<file path="src/rtl/lfsr_pkg.sv">
// Shared definitions for the LFSR period monitor: sample width, period width
// and the monitor FSM state encoding.
package lfsr_pkg;
    localparam int LFSR_WIDTH = 16;
    localparam int PERIOD_W   = LFSR_WIDTH + 1;

    typedef enum logic [1:0] {
        ST_IDLE  = 2'd0,
        ST_ARM   = 2'd1,
        ST_COUNT = 2'd2,
        ST_DONE  = 2'd3
    } monitor_state_t;
endpackage

</file>
<file path="src/rtl/lfsr_period_monitor_if.sv">
// Sample stream in, measurement status and results out, for the period monitor.
interface lfsr_period_monitor_if
    import lfsr_pkg::*;
#(
    parameter int WIDTH = LFSR_WIDTH
);
    logic             start;
    logic             sample_valid;
    logic [WIDTH-1:0] sample;
    logic             busy;
    logic             done;
    logic             repeated;
    logic             zero_lock;
    logic [WIDTH:0]   period;

    modport master (
        output start, sample_valid, sample,
        input  busy, done, repeated, zero_lock, period
    );

    modport slave (
        input  start, sample_valid, sample,
        output busy, done, repeated, zero_lock, period
    );
endinterface

</file>
<file path="src/rtl/lfsr_period_monitor_period_counter.sv">
// WIDTH+1 bit sample counter with synchronous clear/enable; o_nxt is the
// count the current sample would give, o_term flags that it equals MAX_COUNT.
module period_counter
    import lfsr_pkg::*;
#(
    parameter int WIDTH     = LFSR_WIDTH,
    parameter int MAX_COUNT = 2**WIDTH
) (
    input  logic           clk,
    input  logic           i_clr,
    input  logic           i_en,
    output logic [WIDTH:0] o_nxt,
    output logic           o_term
);
    localparam logic [WIDTH:0] MAX_C = (WIDTH+1)'(MAX_COUNT);

    logic [WIDTH:0] r_cnt;

    always_ff @(posedge clk) begin
        if (i_clr) begin
            r_cnt <= '0;
        end else if (i_en) begin
            r_cnt <= o_nxt;
        end
    end

    // One bit wider than the sample, so MAX_COUNT is reachable without wrap.
    assign o_nxt  = r_cnt + 1'b1;
    assign o_term = (o_nxt == MAX_C);
endmodule

</file>
<file path="src/rtl/lfsr_period_monitor.sv">
// Measures the recurrence period of an LFSR sample stream: captures a
// reference sample, counts valid samples until it recurs or MAX_COUNT elapses.
module lfsr_period_monitor
    import lfsr_pkg::*;
#(
    parameter int WIDTH     = LFSR_WIDTH,
    parameter int MAX_COUNT = 2**WIDTH
) (
    input  logic                  clk,
    input  logic                  reset,
    lfsr_period_monitor_if.slave  bus
);
    localparam logic [WIDTH:0] MAX_C = (WIDTH+1)'(MAX_COUNT);

    monitor_state_t   r_state;
    monitor_state_t   w_state_nxt;
    logic [WIDTH-1:0] r_ref;
    logic [WIDTH:0]   r_period;
    logic             r_repeated;
    logic             r_zero_lock;

    logic             w_match;
    logic [WIDTH:0]   w_nxt;
    logic             w_term;
    logic             w_cap_ref;
    logic             w_cnt_en;
    logic             w_finish;
    logic             w_res_clr;

    assign w_match = (bus.sample == r_ref);

    period_counter #(
        .WIDTH     (WIDTH),
        .MAX_COUNT (MAX_COUNT)
    ) u_period_counter (
        .clk    (clk),
        .i_clr  (reset | w_cap_ref),
        .i_en   (w_cnt_en),
        .o_nxt  (w_nxt),
        .o_term (w_term)
    );

    always_ff @(posedge clk) begin
        if (reset) begin
            r_state <= ST_IDLE;
        end else begin
            r_state <= w_state_nxt;
        end
    end

    always_comb begin
        w_state_nxt = r_state;
        w_cap_ref   = 1'b0;
        w_cnt_en    = 1'b0;
        w_finish    = 1'b0;
        w_res_clr   = 1'b0;
        unique case (r_state)
            ST_IDLE: begin
                if (bus.start) w_state_nxt = ST_ARM;
            end
            ST_ARM: begin
                if (bus.sample_valid) begin
                    w_cap_ref   = 1'b1;
                    w_state_nxt = ST_COUNT;
                end
            end
            ST_COUNT: begin
                // A match wins over the timeout on the same sample.
                if (bus.sample_valid) begin
                    if (w_match || w_term) begin
                        w_finish    = 1'b1;
                        w_state_nxt = ST_DONE;
                    end else begin
                        w_cnt_en = 1'b1;
                    end
                end
            end
            ST_DONE: begin
                if (bus.start) begin
                    w_res_clr   = 1'b1;
                    w_state_nxt = ST_ARM;
                end
            end
            default: w_state_nxt = ST_IDLE;
        endcase
    end

    always_ff @(posedge clk) begin
        if (reset) begin
            r_ref       <= '0;
            r_period    <= '0;
            r_repeated  <= 1'b0;
            r_zero_lock <= 1'b0;
        end else begin
            if (w_cap_ref) begin
                r_ref       <= bus.sample;
                r_zero_lock <= (bus.sample == '0);
            end
            if (w_finish) begin
                r_period   <= w_match ? w_nxt : MAX_C;
                r_repeated <= w_match;
            end
            if (w_res_clr) begin
                r_period    <= '0;
                r_repeated  <= 1'b0;
                r_zero_lock <= 1'b0;
            end
        end
    end

    assign bus.busy      = (r_state == ST_ARM) || (r_state == ST_COUNT);
    assign bus.done      = (r_state == ST_DONE);
    assign bus.repeated  = r_repeated;
    assign bus.zero_lock = r_zero_lock;
    assign bus.period    = r_period;
endmodule

</file>
<file path="src/flat_wrapper.sv">
// flat-port wrapper written by rule: the top's interface ports become plain ports
module lfsr_period_monitor_flat import lfsr_pkg::*;
#(
    parameter int WIDTH     = LFSR_WIDTH,
    parameter int MAX_COUNT = 2**WIDTH
)
  (clk, reset, bus_start, bus_sample_valid, bus_sample, bus_busy, bus_done, bus_repeated, bus_zero_lock, bus_period);
  lfsr_period_monitor_if #(.WIDTH(WIDTH)) bus_i ();
  input  logic clk;
  input  logic reset;
  input wire logic [$bits(bus_i.start)-1:0] bus_start;
  input wire logic [$bits(bus_i.sample_valid)-1:0] bus_sample_valid;
  input wire logic [$bits(bus_i.sample)-1:0] bus_sample;
  output wire logic [$bits(bus_i.busy)-1:0] bus_busy;
  output wire logic [$bits(bus_i.done)-1:0] bus_done;
  output wire logic [$bits(bus_i.repeated)-1:0] bus_repeated;
  output wire logic [$bits(bus_i.zero_lock)-1:0] bus_zero_lock;
  output wire logic [$bits(bus_i.period)-1:0] bus_period;
  assign bus_i.start = bus_start;
  assign bus_i.sample_valid = bus_sample_valid;
  assign bus_i.sample = bus_sample;
  assign bus_busy = bus_i.busy;
  assign bus_done = bus_i.done;
  assign bus_repeated = bus_i.repeated;
  assign bus_zero_lock = bus_i.zero_lock;
  assign bus_period = bus_i.period;
  lfsr_period_monitor #(.WIDTH(WIDTH), .MAX_COUNT(MAX_COUNT)) u_core (.clk(clk), .reset(reset), .bus(bus_i));
endmodule
</file>
<file path="config.mk">
export PLATFORM = sky130hd
export DESIGN_NAME = lfsr_period_monitor_flat
export DESIGN_NICKNAME = d
export VERILOG_FILES = /design/src/rtl/lfsr_pkg.sv /design/src/rtl/lfsr_period_monitor_if.sv /design/src/rtl/lfsr_period_monitor_period_counter.sv /design/src/rtl/lfsr_period_monitor.sv /design/src/flat_wrapper.sv
export SDC_FILE = /design/constraint.sdc
export NUM_CORES = 1
export LEC_CHECK = 0
export ABC_AREA = 1
export BUFFER_PORTS_ARGS = -buffer_cell sky130_fd_sc_hd__buf_2
export CORE_MARGIN = 2
export CORE_UTILIZATION = 30
export CTS_CLUSTER_DIAMETER = 100
export DETAILED_ROUTE_END_ITERATION = 12
export GPL_ROUTABILITY_DRIVEN = 0
export SLEW_MARGIN = 10
export SYNTH_ARGS = -nofsm -noshare
export SYNTH_HDL_FRONTEND = slang
export SYNTH_SLANG_ARGS = --single-unit
</file>
<file path="constraint.sdc">
create_clock -name clk -period 2.12 [get_ports clk]
set_input_delay 0.53 -clock clk [delete_from_list [all_inputs] [get_ports clk]]
set_output_delay 0.53 -clock clk [all_outputs]
set_load 0.01 [all_outputs]
</file>
### Yosys cells after proc, flatten, opt, wreduce, memory -nomap -nowiden

Index checks and enable logic that the tools add are counted.
W data, S select, Z words.

| word-level totals | value |
|---|---|
| flip-flop bits (word level) | 54 |
| input bits | 20 |
| word-level logic and storage cells | 40 |

| operators by class | value |
|---|---|
| add/subtract/negate cells | 1 |
| eq/ne operators | 9 |
| multiplexer cells | 16 |
| bitwise gates (word level) | 1 |
| reductions and logical operators | 7 |

Operators with widths:

| operator | number |
|---|---|
| $add A17 B1 Y17 const B | 1 |
| $eq A17 B17 Y1 const B | 1 |
| $mux W17 | 1 |
| $eq A16 B16 Y1 | 1 |
| $logic_not A16 Y1 | 1 |
| $mux W1 | 10 |
| $mux W2 | 4 |
| $pmux W2 S3 | 1 |
| $eq A2 B2 Y1 const B | 2 |
| $ne A2 B1 Y1 const B | 2 |
| $ne A2 B2 Y1 const B | 2 |
| $reduce_and A4 Y1 | 1 |
| $reduce_or A2 Y1 | 2 |
| $eq A2 B1 Y1 const B | 1 |
| $logic_not A2 Y1 | 1 |
| $logic_or A1 B1 Y1 | 2 |
| $or A1 B1 Y1 | 1 |

### Longest topological paths before layout

Gate-level depths: netlist (run 1).

| depth | value |
|---|---|
| depth after elaboration | 6 |
| mapped depth | 16 |
| depth with buffers taken out | 15 |

### Hierarchy

From an unflattened synthesis (run 1), not the netlist that was laid out.

| second synthesis, totals | value |
|---|---|
| cells, all modules | 463 |
| area, all modules | 2976.6 sq um |

Modules (own cells, without submodules):

| module | times used | cells each | area an instance (sq um) | seq. area each (sq um) |
|---|---|---|---|---|
| lfsr_period_monitor | 1 | 268 | 1828.0 | 740.7 |
| period_counter | 1 | 195 | 1148.6 | 340.3 |

### Worst setup path before layout (run 1)

OpenSTA, ideal clock, no wires.

| timing | value |
|---|---|
| path type | reg2reg |
| start point | register u_core.u_period_counter.r_cnt[0] |
| end point | register u_core.r_period[10] (netlist: u_core.bus.period[10]) |
| setup time | 142 ps |
| arrival time | 1885 ps |
| data required time | 1978 ps |
| path slack | 94 ps |
| cell stages (with the launch flop) | 16 |
| buffers on the path | 1 |
| clock period less this slack | 2026 ps |
| cell sequence | dfxtp_1 > ha_1 > inv_1 > nor2_4 > nand3_2 > nand2_1 > nand2_2 > nor2_1 > nand2_1 > nor2_4 > nand2_4 > nand2_2 > nand2_4 > buf_8 > nand2_2 > a21oi_2 |

| on the way | value |
|---|---|
| longest elaborated chain between the ends | 6 |

Ends and longest elaborated chain:

| item | RTL line | text |
|---|---|---|
| start, declared | lfsr_period_monitor_period_counter.sv:17 | `logic [WIDTH:0] r_cnt;` |
| start signal, assigned | lfsr_period_monitor_period_counter.sv:23 | `r_cnt <= o_nxt;` |
| $add A17 B1 Y17 (*) | lfsr_period_monitor_period_counter.sv:28 | `assign o_nxt = r_cnt + 1'b1;` |
| $eq A17 B17 Y1 | lfsr_period_monitor_period_counter.sv:29 | `assign o_term = (o_nxt == MAX_C);` |
| $logic_or A1 B1 Y1 | lfsr_period_monitor.sv:70 | `if (w_match \|\| w_term) begin` |
| $mux W1 | lfsr_period_monitor.sv:70 |  |
| $mux W1 | lfsr_period_monitor.sv:69 | `if (bus.sample_valid) begin` |
| $mux W1 | lfsr_period_monitor.sv:57 | `unique case (r_state)` |
| end signal, assigned | lfsr_period_monitor.sv:100 | `r_period <= w_match ? w_nxt : MAX_C;` |
| end, declared | lfsr_period_monitor.sv:18 | `logic [WIDTH:0] r_period;` |

Mark *: on every way between the ends. The rest lies on a longest branch, timed or not.
A chain may end at the register's enable or synchronous reset.

### Worst setup path after layout (run 1)

| timing | value |
|---|---|
| start point | register u_core.u_period_counter.r_cnt[1] |
| end point | register u_core.u_period_counter.r_cnt[11] |

| on the way | value |
|---|---|
| longest elaborated chain between the ends | 6 |

Ends and longest elaborated chain:

| item | RTL line |
|---|---|
| $add A17 B1 Y17 (*) | lfsr_period_monitor_period_counter.sv:28 |
| $eq A17 B17 Y1 | lfsr_period_monitor_period_counter.sv:29 |
| $logic_or A1 B1 Y1 | lfsr_period_monitor.sv:70 |
| $mux W1 | lfsr_period_monitor.sv:70 |
| $mux W1 | lfsr_period_monitor.sv:69 |
| $mux W1 | lfsr_period_monitor.sv:57 |

Marked as above.

==> out/metrics.yaml, run 1 <==
global_routing:
  grt_antenna_before_repair: 0
  grt_use_total: 0.138
  grt_pass1_wl_um: 11700
  grt_pass1_vias: 2652
  overflow: 0
  grt_max_degree: 21
clocking:
  cts.sinks: 54
  clk_pin_slew_worst_paths_ns: 0.12
  clockBufferDepth: 2
  htreeDepth: 2
  clk_latency_ns: 0.33
  cts_made_buffers: 5
  cts_tree: "yes"
  cts_root_buf: "clkbuf_8"
drt:
  routed_wl_um: 7350
  dr.pass1.iters: 4
  drc: 0
  vias: 2788
  viasPerCell: 4.55
  wl_per_cell_um: 12.0
  drt_iter0_markers: 110
  ant_nets: 0
sta:
  report.final.slew_viol_count: 0
  clock.fmax_mhz: 503
  period_minus_slack_ns: 1.99
  finalSetupTns_ns: 0
  finalClockSkew_ns: 0.0221
  fin_hold_ws_ns: 0.426
  relSlewSlack: 0.672
  tightest_slew_ns: 0.491
  period_share: 0.938
  setup_viol: 0
  layout_setup_ws_ns: 0.132
  hold_violations: 0
floorplanning:
  rows: 36
  die_area_um2: 10600
  die_h_um: 103
  dieWidth_um: 103
  core_um2: 9640
  start_util: 0.305
  pin_count: 41
synth:
  synth_top_area_share: 0.368
  synth_seq_cells: 54
  ys_warn_count: 0
  synth_cell_types: 33
  syn_inst: 423
  avgSynthCellArea_um2: 6.95
  synth_area_leaders: "dfxtp_1 37%, nand2_1 14%, nor2_1 8.9%"
  syn_area_um2: 2940
  syn-num-nets: 448
  yosysSeqAreaShare: 0.368
  synth_top_cell_by_area: "dfxtp_1"
cells_and_area:
  fill_cells: 1043
  area_growth_pct: 26.3
  fin_nets: 504
  final_cells: 613
  multiInputGateArea_um2: 1760
  utilization: 0.386
  layout-drive-gt1-share: 0.283
  seq_area_um2: 1100
  n_antenna_cell: 0
placement:
  place_hpwl_um: 5250
  numPlacedInstances: 600
  port_buffers: 40
  place_ws_ns: 0.0246
power:
  p_sw_uw: 1050
  clkPwrFrac: 0.246
  internal_power_uw: 1920
  combPwrFrac: 0.313
  ir_drop_mv: 0.411
  switching_share: 0.355
  pwr-share-seq: 0.441
  power_density_nw_per_um2: 799
  power.leakage_uw: 0.00162
worst_setup_path:
  r2r_cells: 15
  path_max_fanout: 8
  cp-start-kind: "flop"
  endpoint: "u_core.u_period_counter.r_cnt[11]"
  critPathLaunch: "u_core.u_period_counter.r_cnt[1]"
  slowest_delay_ns: 0.37
  arrival_ns: 2.20
  critPathKind: "flop to flop"
  r2r-start: "u_core.u_period_counter.r_cnt[1]"
  crit_path_end_kind: "flop"
  slowest_stage: "dfxtp_2"
  reg2reg_slack_ns: 0.13
  crit_top_cell: "nand2_1"
  crit_chain: "ha_4 -> inv_4 -> nor2_4 -> nand3_1 -> nand2_1 -> nand2_1 -> nor2_1 -> nand2_1 -> nor2_2 -> nand2_4 -> nand3_4 -> buf_12 -> nand2_1 -> nand2_1 -> nor2_1"
  cp_num_cells: 15
  required_ns: 2.33
  r2r-end: "u_core.u_period_counter.r_cnt[11]"
  cp.buffers_inverters: 2
  crit_family: "simple AND/OR/NAND/NOR gates"
worst_hold_path:
  hp-class: "primary input to flop"
status:
  outcome: "completed"
job:
  cap_violations: 0
-- worst min path at each step --
stage	start	end	depth (start not counted)
6_report	reset	u_core.r_ref[13]	2
5_1_grt	reset	u_core.r_ref[13]	2
4_1_cts	reset	u_core.r_ref[13]	2
3_5_place_dp	u_core.bus.period[9]	u_core.bus.period[9]	2
3_3_place_gp	u_core.bus.period[6]	u_core.bus.period[6]	2
2_1_floorplan	u_core.r_ref[13]	u_core.r_ref[13]	2
-- synth_stat cells (all sizes together) --
| cell type | n |
|---|---|
| xnor2 | 12 |
| o22a | 1 |
| nor2 | 78 |
| a21oi | 27 |
| xor2 | 2 |
| nand3 | 18 |
| dfxtp | 54 |
| a211oi | 1 |
| o21ai | 21 |
| buf | 5 |
| inv | 40 |
| clkbuf | 6 |
| clkinv | 1 |
| a21boi | 1 |
| nand2 | 130 |
| nand4 | 12 |
| or2 | 4 |
| nor4 | 4 |
| ha | 5 |
| nor3 | 1 |
-- cell families (layout without fill, tap and decap cells) --
logic type,after synthesis,count (layout),share of synthesized area
buffers and inverters,52,108,0.0783
AO/OA/AOI/OAI,51,51,0.105
AND/OR/NAND/NOR,247,248,0.384
flip-flops,54,54,0.368
adder cells (fa/ha/maj),5,5,0.0213
XOR/XNOR,14,14,0.0442
-- sequential cells by signal (all words and copies together), names as in the netlist --
| register | flops |
|---|---|
| u_core.bus.period | 17 |
| u_core.bus.repeated | 1 |
| u_core.bus.zero_lock | 1 |
| u_core.r_ref | 16 |
| u_core.r_state | 2 |
| u_core.u_period_counter.r_cnt | 17 |
-- power groups by stage --
stage	sequential [µW]	combinational (µW)	clock, µW
6_report	1310	931	731
4_1_cts	1290	860	758
3_5_place_dp	1310	856	0
2_1_floorplan	1290	630	0
5_1_grt	1330	1060	790
3_3_place_gp	1310	836	0
-- final cells by class --
type / instances / share of cell area
clock buffers: 5 / 0.0185
clock inverters: 3 / 0.0128
inverters: 41 / 0.0428
multi-input cells: 318 / 0.473
flip-flops and latches: 54 / 0.295
well taps: 133 / 0.0448
repair buffers: 59 / 0.113
-- placed cells by master (no fill, tap or decap), drive strengths merged --
cell    Yosys  layout
nand3      18      18
nor4        4       4
a21boi      1       1
a21oi      27      27
o22a        1       1
inv        40      41
o21ai      21      21
or2         4       4
clkbuf      6       7
dfxtp      54      54
clkinv      1       2
xnor2      12      12
buf         5      57
nor3        1       1
ha          5       5
a211oi      1       1
nand2     130     131
nor2       78      78
bufinv      0       1
xor2        2       2
nand4      12      12
-- through the flow --
step	instance area (µm²)	total power (µW)
final	3720	2970
after global routing	3720	3180
after CTS	3500	2910
after detailed placement	3380	2170
after global placement	3380	2140
after floorplan	2940	1920
-- metal layers --
metal,share of wire,track usage
met5,0,0
met4,0.012,0.0425
met3,0.039,0.0278
met2,0.47,0.239
met1,0.48,0.173
-- repair_timing --
item                                    CTS  global route
endpoints found under the setup margin    2            37
pin swaps                                 0             7
resized for setup                         1            39
cloned                                    0             3
hold buffers                              0             0
buffers inserted                          0             2
Power figures use the tool's default switching activity.
==> inputs of run 2 (changes only) <==
--- a/config.mk
+++ b/config.mk
@@ -12,6 +12,7 @@
 export CTS_CLUSTER_DIAMETER = 100
 export DETAILED_ROUTE_END_ITERATION = 12
 export GPL_ROUTABILITY_DRIVEN = 0
+export RECOVER_POWER = 50
 export SLEW_MARGIN = 10
 export SYNTH_ARGS = -nofsm -noshare
 export SYNTH_HDL_FRONTEND = slang
==> run 2 against run 1 <==
  * Register-to-register slack hardly changed
  * Worst setup slack better by 0.0086 ns
  * Worst hold slack lost 0.0061 ns
  * Combinational power shrank 0.8%
  * Die area did not move
  * Critical path depth unchanged
  * Clock skew is essentially flat
  * Critical path type unchanged
  * Largest power group unchanged
==> out/metrics.yaml, run 2 (same netlist as run 1, synthesis figures left out) <==
status:
  outcome: "completed"
clocking:
  cts_hold_buf: 0  # unchanged
  clk_pin_slew_worst_paths_ns: 0.12  # about the same
  cts_tree: "yes"
  cts_root_buf: "clkbuf_8"
  clk_latency_ns: 0.33  # about the same
  htreeDepth: 2  # unchanged
  cts.sinks: 54  # unchanged
  cts_made_buffers: 5  # unchanged
  clockBufferDepth: 2  # unchanged
sta:
  period_share: 0.934  # -0.00403
  hold_violations: 0  # unchanged
  finalClockSkew_ns: 0.0221  # -0.0000121 ns
  period_minus_slack_ns: 1.98  # -0.00855 ns
  fin_hold_ws_ns: 0.420  # -0.00613 ns
  tightest_slew_ns: 0.849  # +0.358 ns
  relSlewSlack: 0.434  # -0.238
  setup_viol: 0  # unchanged
  clock.fmax_mhz: 505  # +0.43%
  report.final.slew_viol_count: 0  # unchanged
drt:
  ant_nets: 0  # unchanged
  viasPerCell: 4.58  # +0.79%
  wl_per_cell_um: 12.0  # +0.15%
  drc: 0  # unchanged
  drt_iter0_markers: 88  # -20%
  dr.pass1.iters: 4  # unchanged
  vias: 2810  # +0.79%
  routed_wl_um: 7360  # +0.15%
cells_and_area:
  layout_commonest_cell: "nand2_1"
  final_cells: 613  # unchanged
  mostFrequentLayoutCells: "109 x nand2_1, 63 x nor2_1, 45 x dfxtp_1, 38 x inv_1"
  layout-drive-gt1-share: 0.240  # -0.0437
  n_antenna_cell: 0  # unchanged
  fin_nets: 504  # unchanged
  utilization: 0.382  # -0.00324
  area_growth_pct: 25.3
  fill_cells: 1056  # +1.2%
  multiInputGateArea_um2: 1760  # unchanged
  seq_area_um2: 1100  # unchanged
worst_hold_path:
  hp-class: "primary input to flop"
  hold_start: "reset"
placement:
  port_buffers: 40  # unchanged
  numPlacedInstances: 600  # unchanged
  place_hpwl_um: 5250  # unchanged
worst_setup_path:
  path_max_fanout: 8  # unchanged
  critPathLaunch: "u_core.u_period_counter.r_cnt[1]"
  crit_chain: "ha_4 -> inv_4 -> nor2_4 -> nand3_1 -> nand2_1 -> nand2_1 -> nor2_1 -> nand2_1 -> nor2_2 -> nand2_4 -> nand3_4 -> buf_12 -> nand2_1 -> nand2_1 -> nor2_1"
  required_ns: 2.33  # about the same
  critPathKind: "flop to flop"
  arrival_ns: 2.19  # about the same
  cp-start-kind: "flop"
  crit_top_cell: "nand2_1"
  r2r-start: "u_core.u_period_counter.r_cnt[1]"
  slowest_stage: "dfxtp_2"
  slowest_delay_ns: 0.37  # about the same
  crit_path_end_kind: "flop"
power:
  ir_drop_mv: 0.411  # about the same
  power_density_nw_per_um2: 805  # +0.69%
  power_uw: 2970  # -0.15%
  power.leakage_uw: 0.00153  # -5.6%
floorplanning:
  start_util: 0.305  # unchanged
  die_h_um: 103  # unchanged
  dieWidth_um: 103  # unchanged
  pin_count: 41  # unchanged
  core_um2: 9640  # unchanged
  rows: 36  # unchanged
  die_area_um2: 10600  # unchanged
global_routing:
  grt_antenna_before_repair: 0  # unchanged
  grt_max_degree: 21  # unchanged
  grt_use_total: 0.138  # unchanged
  grt_pass1_vias: 2652  # unchanged
  grt_pass1_wl_um: 11700  # unchanged
  overflow: 0  # unchanged
job:
  cap_violations: 0  # unchanged
==> run 2: path summary, 6_finish.rpt <==
path,cells past startpoint,to,slack (ns)
max reg2reg,15,u_core.u_period_counter.r_cnt[11],0.14
min reg2reg,2,u_core.bus.period[6],0.47
min,2,u_core.r_ref[13],0.42
max,15,u_core.u_period_counter.r_cnt[11],0.14
==> run 2: worst max-delay path: cells and delay by family, from the launching register on <==
family | cells | cell delay, ns
flip-flops | 1 | 0.37
adder cells (fa/ha/maj) | 1 | 0.20
buffers and inverters | 2 | 0.20
AND/OR/NAND/NOR | 12 | 1.12
==> run 2: metrics by stage <==
step	TNS [ns]	setup WS (ns)	instance area, µm²
finish	0	0.140	3680
global route	-0.221	-0.0289	3680
CTS	0	0.0405	3500
detailed placement	0	0.0246	3380
global placement	0	0.0720	3380
floorplan	0	0.0935	2940
==> run 2: metal layers <==
| metal | vias up | routed length (µm) | global-route usage |
|---|---|---|---|
| met2 | 57 | 3490 | 0.239 |
| met3 | 9 | 282 | 0.0278 |
| met5 | - | 0 | 0 |
| met1 | 1291 | 3490 | 0.173 |
| met4 | 0 | 97 | 0.0425 |
| li1 | 1453 | - | - |
==> run 2: layout make-up <==
| cell class | count | share of cell area |
|---|---|---|
| sequential | 54 | 0.298 |
| inverter | 41 | 0.0431 |
| multi-input combinational | 318 | 0.477 |
| clock inverter | 3 | 0.0129 |
| tap | 133 | 0.0452 |
| clock buffer | 5 | 0.0187 |
| timing repair buffer | 59 | 0.105 |
==> run 2: timing repair <==
item / 4_1_cts / 5_1_grt
endpoints found under the hold margin: 0 / 0
setup endpoints to repair: 2 / 37
gates cloned: 0 / 3
gates resized for setup: 1 / 39
pin swaps: 0 / 7
buffers inserted: 0 / 2
==> run 2: where the power goes <==
group / switching (µW) / total (µW) / internal [µW]
sequential: 140 / 1310 / 1170
combinational: 542 / 924 / 383
clock: 374 / 733 / 359
total: 1060 / 2970 / 1910
==> inputs of run 3 (changes only) <==
--- a/config.mk
+++ b/config.mk
@@ -8,10 +8,11 @@
 export ABC_AREA = 1
 export BUFFER_PORTS_ARGS = -buffer_cell sky130_fd_sc_hd__buf_2
 export CORE_MARGIN = 2
-export CORE_UTILIZATION = 30
+export CORE_UTILIZATION = 52
 export CTS_CLUSTER_DIAMETER = 100
 export DETAILED_ROUTE_END_ITERATION = 12
 export GPL_ROUTABILITY_DRIVEN = 0
+export PLACE_DENSITY = 0.76
 export RECOVER_POWER = 50
 export SLEW_MARGIN = 10
 export SYNTH_ARGS = -nofsm -noshare
==> run 3 against run 2 <==
  * Critical path depth shrank 2
  * Combinational power shrank 5.2%
  * First-iteration DRC count grew 78%
  * Final area shrank 6.3%
  * Utilization grew 25 points
  * Largest power group unchanged
  * Highest routed layer unchanged
==> out/metrics.yaml, run 3 (same netlist as run 1, synthesis figures left out) <==
worst_setup_path:
  cp-start-kind: "flop"
  crit_top_cell: "nand2_1"
  critPathKind: "flop to flop"
  required_ns: 2.34  # about the same
  arrival_ns: 2.17  # -0.02 ns
  slowest_delay_ns: 0.44  # +0.07 ns
  cp.buffers_inverters: 0  # -2
  crit_family: "simple AND/OR/NAND/NOR gates"
  path_max_fanout: 9  # +1
  slowest_stage: "dfxtp_2"
  crit_chain: "nand2_2 -> nor2_1 -> nand3_1 -> nand2_1 -> nand2_1 -> nor2_1 -> nand2_1 -> nor2_4 -> nand2_4 -> nand2_4 -> nand2_8 -> nand2_1 -> a21oi_1"
  crit_path_end_kind: "flop"
power:
  power.leakage_uw: 0.00148  # -3.0%
  power_density_nw_per_um2: 814  # +1.1%
  ir_drop_mv: 0.556  # +35%
global_routing:
  overflow: 0  # unchanged
  grt_max_degree: 21  # unchanged
  grt_use_total: 0.230  # +0.0914
  grt_pass1_vias: 2611  # -1.5%
  grt_antenna_before_repair: 0  # unchanged
  grt_pass1_wl_um: 11600  # -1.4%
clocking:
  htreeDepth: 2  # unchanged
  cts_hold_buf: 0  # unchanged
  clockBufferDepth: 2  # unchanged
  cts.sinks: 54  # unchanged
  cts_tree: "yes"
  clk_latency_ns: 0.33  # about the same
  cts_root_buf: "clkbuf_8"
  cts_made_buffers: 5  # unchanged
  clk_pin_slew_worst_paths_ns: 0.10  # -0.02 ns
cells_and_area:
  area_growth_pct: 17.4
  layout_commonest_cell: "nand2_1"
  n_antenna_cell: 0  # unchanged
  layout-drive-gt1-share: 0.213  # -0.0262
  final_cells: 550  # -10%
  seq_area_um2: 1090  # -0.80%
  multiInputGateArea_um2: 1700  # -3.1%
  mostFrequentLayoutCells: "112 x nand2_1, 66 x nor2_1, 48 x dfxtp_1, 39 x inv_1, 21 x clkbuf_1"
  finalInstanceArea_um2: 3450  # -6.3%
  fill_cells: 531  # -50%
  fin_nets: 502  # -0.40%
drt:
  drt_iter0_markers: 157  # +78%
  wl_per_cell_um: 12.7  # +5.6%
  viasPerCell: 4.98  # +8.7%
  dr.pass1.iters: 4  # unchanged
  ant_nets: 0  # unchanged
  drc: 0  # unchanged
  routed_wl_um: 6970  # -5.3%
  vias: 2741  # -2.5%
floorplanning:
  pin_count: 41  # unchanged
  die_area_um2: 6270  # -41%
  dieWidth_um: 79.2  # -23%
  die_h_um: 79.2  # -23%
  core_um2: 5470  # -43%
  rows: 27  # -25%
  start_util: 0.537  # +0.232
placement:
  numPlacedInstances: 541  # -9.8%
  port_buffers: 40  # unchanged
  placed_cell_area_um2: 3310  # -2.2%
  place_hpwl_um: 5080  # -3.3%
sta:
  relSlewSlack: 0.674  # +0.240
  period_share: 0.923  # -0.0107
  hold_violations: 0  # unchanged
  finalClockSkew_ns: 0.0124  # -0.00968 ns
  setup_viol: 0  # unchanged
  tightest_slew_ns: 0.488  # -0.360 ns
  clock.fmax_mhz: 511  # +1.2%
  report.final.slew_viol_count: 0  # unchanged
  period_minus_slack_ns: 1.96  # -0.0226 ns
  finalSetupTns_ns: 0  # unchanged
worst_hold_path:
  hp-class: "primary input to flop"
job:
  cap_violations: 0  # unchanged
status:
  outcome: "completed"
==> run 3: cell type report <==
class / instances / share of cell area
multi-input cells: 318 / 0.493
well taps: 72 / 0.0261
flip-flops and latches: 54 / 0.315
repair buffers: 57 / 0.0924
inverters: 41 / 0.0446
clock inverters: 3 / 0.00833
clock buffers: 5 / 0.0199
==> run 3: worst paths after layout <==
path,start,to,slack [ns],depth (start not counted)
min reg2reg,u_core.bus.period[3],u_core.bus.period[3],0.47,2
max,u_core.u_period_counter.r_cnt[2],u_core.bus.period[2],0.16,13
max reg2reg,u_core.u_period_counter.r_cnt[2],u_core.bus.period[2],0.16,13
min,reset,u_core.r_ref[13],0.43,2
==> run 3: routing by layer <==
layer  track usage  share of wire  vias up  wire (µm)
met1         0.305           0.47     1238       3290
met5             0              0        -          0
met2         0.385           0.48       53       3310
met4        0.0690          0.014        0         96
li1              -              -     1442          -
met3        0.0352          0.039        8        271
==> run 3: metrics by stage <==
step | power, µW | hold WS, ns | util | setup slack [ns]
after floorplan | 1920 | 0.450 | - | 0.0935
after detailed placement | 2180 | 0.450 | 0.604 | 0.0280
after global placement | 2150 | 0.447 | 0.604 | 0.0931
after CTS | 2800 | 0.417 | 0.622 | 0.00133
final | 2810 | 0.426 | 0.631 | 0.163
after global routing | 3000 | 0.448 | 0.631 | -0.00731
==> run 3: repair_timing <==
| action | 4_1_cts | 5_1_grt |
|---|---|---|
| resized for setup | 0 | 18 |
| endpoints found under the setup margin | 0 | 37 |
| setup buffers | 0 | 0 |
==> run 3: report_power, final <==
part | leakage [µW] | total (µW) | switching (µW) | internal, µW
registers | 0.000441 | 1300 | 138 | 1160
logic | 0.000991 | 876 | 528 | 348
clock network | 0.0000502 | 631 | 385 | 246
